--- config.mk ---
export PLATFORM = sky130hd
export DESIGN_NAME = hazard_scoreboard
export DESIGN_NICKNAME = d
export VERILOG_FILES = /design/src/rtl/hazard_scoreboard_pkg.sv /design/src/rtl/hazard_scoreboard_acc_counter.sv /design/src/rtl/hazard_scoreboard.sv
export SDC_FILE = /design/constraint.sdc
export NUM_CORES = 1
export LEC_CHECK = 0
export ABC_AREA = 1
export ABC_CLOCK_PERIOD_IN_PS = 3700
export BUFFER_PORTS_ARGS = -buffer_cell sky130_fd_sc_hd__buf_4
export CAP_MARGIN = 20
export CORE_MARGIN = 1.5
export CORE_UTILIZATION = 30
export DETAILED_ROUTE_END_ITERATION = 8
export GPL_TIMING_DRIVEN = 0
export PLACE_DENSITY = 0.45
export SLEW_MARGIN = 25
export SYNTH_ARGS = -nofsm -noshare
export SYNTH_HDL_FRONTEND = slang
export SYNTH_HIERARCHICAL = 1
export SYNTH_SLANG_ARGS = --single-unit
--- constraint.sdc ---
create_clock -name clk -period 3.7 [get_ports clk]
set_clock_uncertainty 0.1 [all_clocks]
set_input_delay 0.185 -clock clk [delete_from_list [all_inputs] [get_ports clk]]
set_output_delay 0.185 -clock clk [all_outputs]
set_load 0.1 [all_outputs]
--- src/rtl/hazard_scoreboard_pkg.sv ---
// Shared widths and types for the decode-stage hazard scoreboard.
package hazard_scoreboard_pkg;

    localparam int REG_ADDR_W         = 5;
    localparam int ACC_CNT_W          = 4;
    localparam int SB_MAX_ACC_PENDING = 4;

    typedef logic [REG_ADDR_W-1:0] reg_idx_t;

    typedef struct packed {
        logic load_use;
        logic raw_pend;
        logic waw_pend;
        logic acc_full;
    } hazard_t;

endpackage

--- src/rtl/hazard_scoreboard_acc_counter.sv ---
// Outstanding accelerator-op counter: up/down, never underflows, flags full at MAX.
module hazard_scoreboard_acc_counter
    import hazard_scoreboard_pkg::*;
#(
    parameter int MAX = SB_MAX_ACC_PENDING
) (
    input  logic                 clk,
    input  logic                 rst_n,
    input  logic                 inc,
    input  logic                 dec,
    output logic [ACC_CNT_W-1:0] cnt,
    output logic                 full
);

    logic inc_ok;
    logic dec_ok;

    // Decrement at zero is a spurious writeback; it is ignored here and flagged upstream.
    assign dec_ok = dec && (cnt != '0);
    assign inc_ok = inc && (cnt != '1);
    assign full   = (cnt == ACC_CNT_W'(MAX));

    always_ff @(posedge clk or negedge rst_n) begin
        if (!rst_n) begin
            cnt <= '0;
        end else if (inc_ok && !dec_ok) begin
            cnt <= cnt + 1'b1;
        end else if (!inc_ok && dec_ok) begin
            cnt <= cnt - 1'b1;
        end
    end

endmodule

--- src/rtl/hazard_scoreboard.sv ---
// Decode-stage hazard tracker: stalls ID on load-use, pending accelerator RAW/WAW
// and accelerator queue full; consumes the accelerator writeback handshake.
module hazard_scoreboard
    import hazard_scoreboard_pkg::*;
#(
    parameter int NUM_REGS        = 32,
    parameter int MAX_ACC_PENDING = SB_MAX_ACC_PENDING
) (
    input  logic                  clk,
    input  logic                  rst_n,
    input  logic                  id_valid,
    input  logic [REG_ADDR_W-1:0] rs1_id,
    input  logic [REG_ADDR_W-1:0] rs2_id,
    input  logic [REG_ADDR_W-1:0] rd_id,
    input  logic                  use_rs1_id,
    input  logic                  use_rs2_id,
    input  logic                  reg_write_id,
    input  logic                  is_load_id,
    input  logic                  is_acc_id,
    input  logic                  flush_ex,
    input  logic                  acc_wb_valid,
    input  logic [REG_ADDR_W-1:0] acc_wb_rd,
    output logic                  stall_if,
    output logic                  stall_id,
    output logic                  bubble_ex,
    output logic [ACC_CNT_W-1:0]  acc_pending_cnt,
    output logic                  sb_err
);

    logic [NUM_REGS-1:0] pending;
    logic [NUM_REGS-1:0] pending_nxt;
    logic [NUM_REGS-1:0] set_vec;
    logic [NUM_REGS-1:0] clr_vec;
    logic                ex_load_valid;
    reg_idx_t            ex_load_rd;
    hazard_t             hz;
    logic                stall;
    logic                fire;
    logic                acc_full;
    logic                wb_err;

    always_comb begin
        hz.load_use = ex_load_valid && (ex_load_rd != '0) &&
                      ((use_rs1_id && (rs1_id == ex_load_rd)) ||
                       (use_rs2_id && (rs2_id == ex_load_rd)));
        hz.raw_pend = (use_rs1_id && pending[rs1_id]) || (use_rs2_id && pending[rs2_id]);
        hz.waw_pend = reg_write_id && (rd_id != '0) && pending[rd_id];
        hz.acc_full = is_acc_id && acc_full;
        stall       = id_valid && (|hz);
        fire        = id_valid && !stall && !flush_ex;
    end

    assign stall_if  = stall;
    assign stall_id  = stall;
    assign bubble_ex = stall;

    // Set is applied after clear so a forced same-register collision keeps the bit.
    always_comb begin
        set_vec     = '0;
        clr_vec     = '0;
        if (fire && is_acc_id && reg_write_id && (rd_id != '0)) begin
            set_vec = NUM_REGS'(1) << rd_id;
        end
        if (acc_wb_valid) begin
            clr_vec = NUM_REGS'(1) << acc_wb_rd;
        end
        pending_nxt = ((pending & ~clr_vec) | set_vec) & ~NUM_REGS'(1);
        wb_err      = acc_wb_valid && (acc_wb_rd != '0) && !pending[acc_wb_rd];
    end

    always_ff @(posedge clk or negedge rst_n) begin
        if (!rst_n) begin
            pending       <= '0;
            ex_load_valid <= 1'b0;
            ex_load_rd    <= '0;
            sb_err        <= 1'b0;
        end else begin
            pending       <= pending_nxt;
            ex_load_valid <= fire && is_load_id && reg_write_id;
            ex_load_rd    <= rd_id;
            if (wb_err) begin
                sb_err <= 1'b1;
            end
        end
    end

    hazard_scoreboard_acc_counter #(
        .MAX (MAX_ACC_PENDING)
    ) u_acc_counter (
        .clk   (clk),
        .rst_n (rst_n),
        .inc   (fire && is_acc_id),
        .dec   (acc_wb_valid),
        .cnt   (acc_pending_cnt),
        .full  (acc_full)
    );

endmodule

==> impl_results.md <==
* Final hold vios at 0
* Mapped Nets at 645
* Max-cap violations at 0
* Number of synthesized flops with an enable pin at 0
* Initial Util at 31.0%
* Fmax achieved at 300 MHz
* Worst hold path type: in -> reg
* Mapped cell area at 3750 um^2
* Peak fanout along the critical path at 10
* CTS root buf: clkbuf_16
* Htree depth at 2
* Post-layout min period at 3330 ps
* Chip height at 115 um
* Critical path class: in -> reg
* GRT Util Overall at 23.1%
* Post-synth top area cell: dfrtp_1
* Largest net degree at the start of global routing at 43
* Setup_tns at 0 ps
* Placeable core region at 12100 um^2
* IO Pins at 38
* Fraction of layout cells with a size suffix above 1 at 12.7%
* Clk slew on worst S/H paths at 60 ps
* Critical Path Stages at 25
* Top post-synthesis cells by area: dfrtp_1 (28%), nand2_1 (17%), nand3_1 (12%)
* Vias per cell at 5.28
* Crit-path slowest cell: dlygate4sd3_1
* Chip Width at 115 um
* Area delta synth->final at 19.7%
* CTS tree: built
* CP most frequent cell: nand2_1
* Max Slew Vio Count at 0
* Routed Antenna Nets at 0
* Drt total wl at 14600 um
* Final Non-Filler Cells at 827
* Post-synthesis cell type count at 35
* Wire per inst at 17.6 um
* Total Die Area at 13200 um^2
* Final setup margin at 368 ps
* Hold Path Depth at 3
* Cells after Synth at 611
* Synth top area share at 28.0%
* Most frequent cells in the layout: nand2_1 (173), nand3_1 (91), inv_1 (66)
* Inserted Clock Buffers at 5
* Seq/Total Area, Yosys at 28.0%
* CP arrival at 3410 ps
* Worst Tran Pin Value at 608 ps
* Delay-heaviest family, CP: simple AND/OR/NAND/NOR gates
* Antenna cells at 0
* Slew margin rel. at 59.5%
* Status: finished, final reports clean
* Lkg Pwr at 2.18 nW
* Latest clock arrival within the worst-skew pair at 290 ps
* DR vias at 4366
* Setup violators final at 0
* RSZ-0062 raised after global routing: no
* First-pass GRT wire length at 23100 um
* Post-synthesis register bit count at 42
* Initial DRC count at 379
* Most common cell after layout, fill and taps aside: nand2_1
* Initial antenna violation count at 0
* Synth Area per Inst at 6.14 um^2
* Startpoint types: primary input
* Number of port buffers at 34
* Num Clock Sinks at 42
* Pre-CTS WS at 346 ps
* Max incr delay on CP at 530 ps
* YS warnings at 6
* CTS Buffer Depth at 2
* Nets at 693
* Main synth FF type: dfrtp_1
* FP Rows at 40
* Remaining DRCs at 0
* CP Capture Type: register
* Post-Place Cells at 813
* Post-synth ARST share at 100%
* Detailed Place HPWL at 11400 um
* Grt total ovfl at 0
* First-pass iteration count of the detailed router at 5
* WP buf/inv at 7
* Fin crit share at 90.0%
* Data required, critical path at 3780 ps
* Gp weighted congestion at 0.922
* Maximum VDD drop at 0.311 mV
* FF-to-FF path depth at 21
* Vias in the first global route at 4142
* Power density over the cells at 394 nW/um^2
[metal layers]
metal	GRT usage [%]	vias up	part of all wire, %
li1	-	2115	-
met1	32.6	2068	46
met2	37.6	162	46
met3	2.42	21	6.0
met4	6.91	0	2.3
met5	0	-	0
[worst min-delay path, cell delays in order]
cell and delay, ps:
buf_4 110, nand2_1 50, nor2_1 40
[Yosys cell counts (2+ instances only)]
library cell and number:
buf_4 4, o21ai_0 51, a21oi_1 6, nor4_1 5, nand2_1 173, clkbuf_1 10, buf_6 9, clkinv_1 2
inv_1 66, o22ai_1 14, nor2_1 60, dfrtp_1 42, nor3_1 4, nand2_2 3, ha_1 3, inv_2 3
nand3_1 92, xnor2_1 2, buf_2 12, o31ai_1 4, nand4_1 31, xor2_1 2
[power by group]
group          switching, mW  total (mW)  internal (mW)
Clock                  0.174       0.507          0.333
Sequential            0.0771       0.579          0.502
Combinational          0.478       0.683          0.205
Total                  0.728        1.77           1.04
[metrics by stage]
stage | util (%) | hold WS [ps] | cell area [um^2] | power, mW
CTS | 36.7 | 24.3 | 4440 | 1.76
global placement | 34.8 | 117 | 4210 | 1.24
floorplan | - | -211 | 3750 | 1.05
finish | 37.1 | 28.2 | 4490 | 1.77
global route | 37.1 | 31.3 | 4490 | 1.87
detailed placement | 34.8 | 123 | 4210 | 1.25
[logic make-up after synthesis]
group / share of synthesized area [%]
AOI/OAI and AO/OA: 12.3
xor gates and xnor gates: 0.935
adders and majority gates: 1.54
buffers and inverters: 13.6
DFF: 28.0
and+or+nand+nor: 43.6
[cell type report]
| type | instances | area [um^2] |
|---|---|---|
| fillers | 1376 | 7620 |
| multi-input cells | 461 | 2220 |
| flip-flops and latches | 42 | 1050 |
| repair buffers | 41 | 323 |
| inverters | 73 | 282 |
| plain buffers | 35 | 231 |
| well taps | 168 | 210 |
| clock buffers | 6 | 139 |
| clock inverters | 1 | 30.0 |
[registers in the layout, summed over array words and instances, names as in the netlist]
| name | count |
|---|---|
| ex_load_valid | 1 |
| pending | 31 |
| u_acc_counter/cnt | 4 |
| sb_err | 1 |
| ex_load_rd | 5 |
[what timing repair did]
item,in CTS,in global routing
hold endpoints to repair,47,0
gates resized for setup,0,6
hold buffers,6,0
setup buffers,0,1
endpoints found under the setup margin,0,3
[final timing paths]
check                            startpoint                   end  slack [ps]
min in group asynchronous             rst_n           pending[24]         340
worst max register to register  pending[14]  u_acc_counter/cnt[3]         760
max in group asynchronous             rst_n           pending[20]        2770
worst max-delay path               rd_id[0]  u_acc_counter/cnt[3]         370
worst min register to register   pending[2]            pending[2]         410
worst min-delay path             is_load_id         ex_load_valid          30
Note: power is estimated with default switching activity, not from simulation.
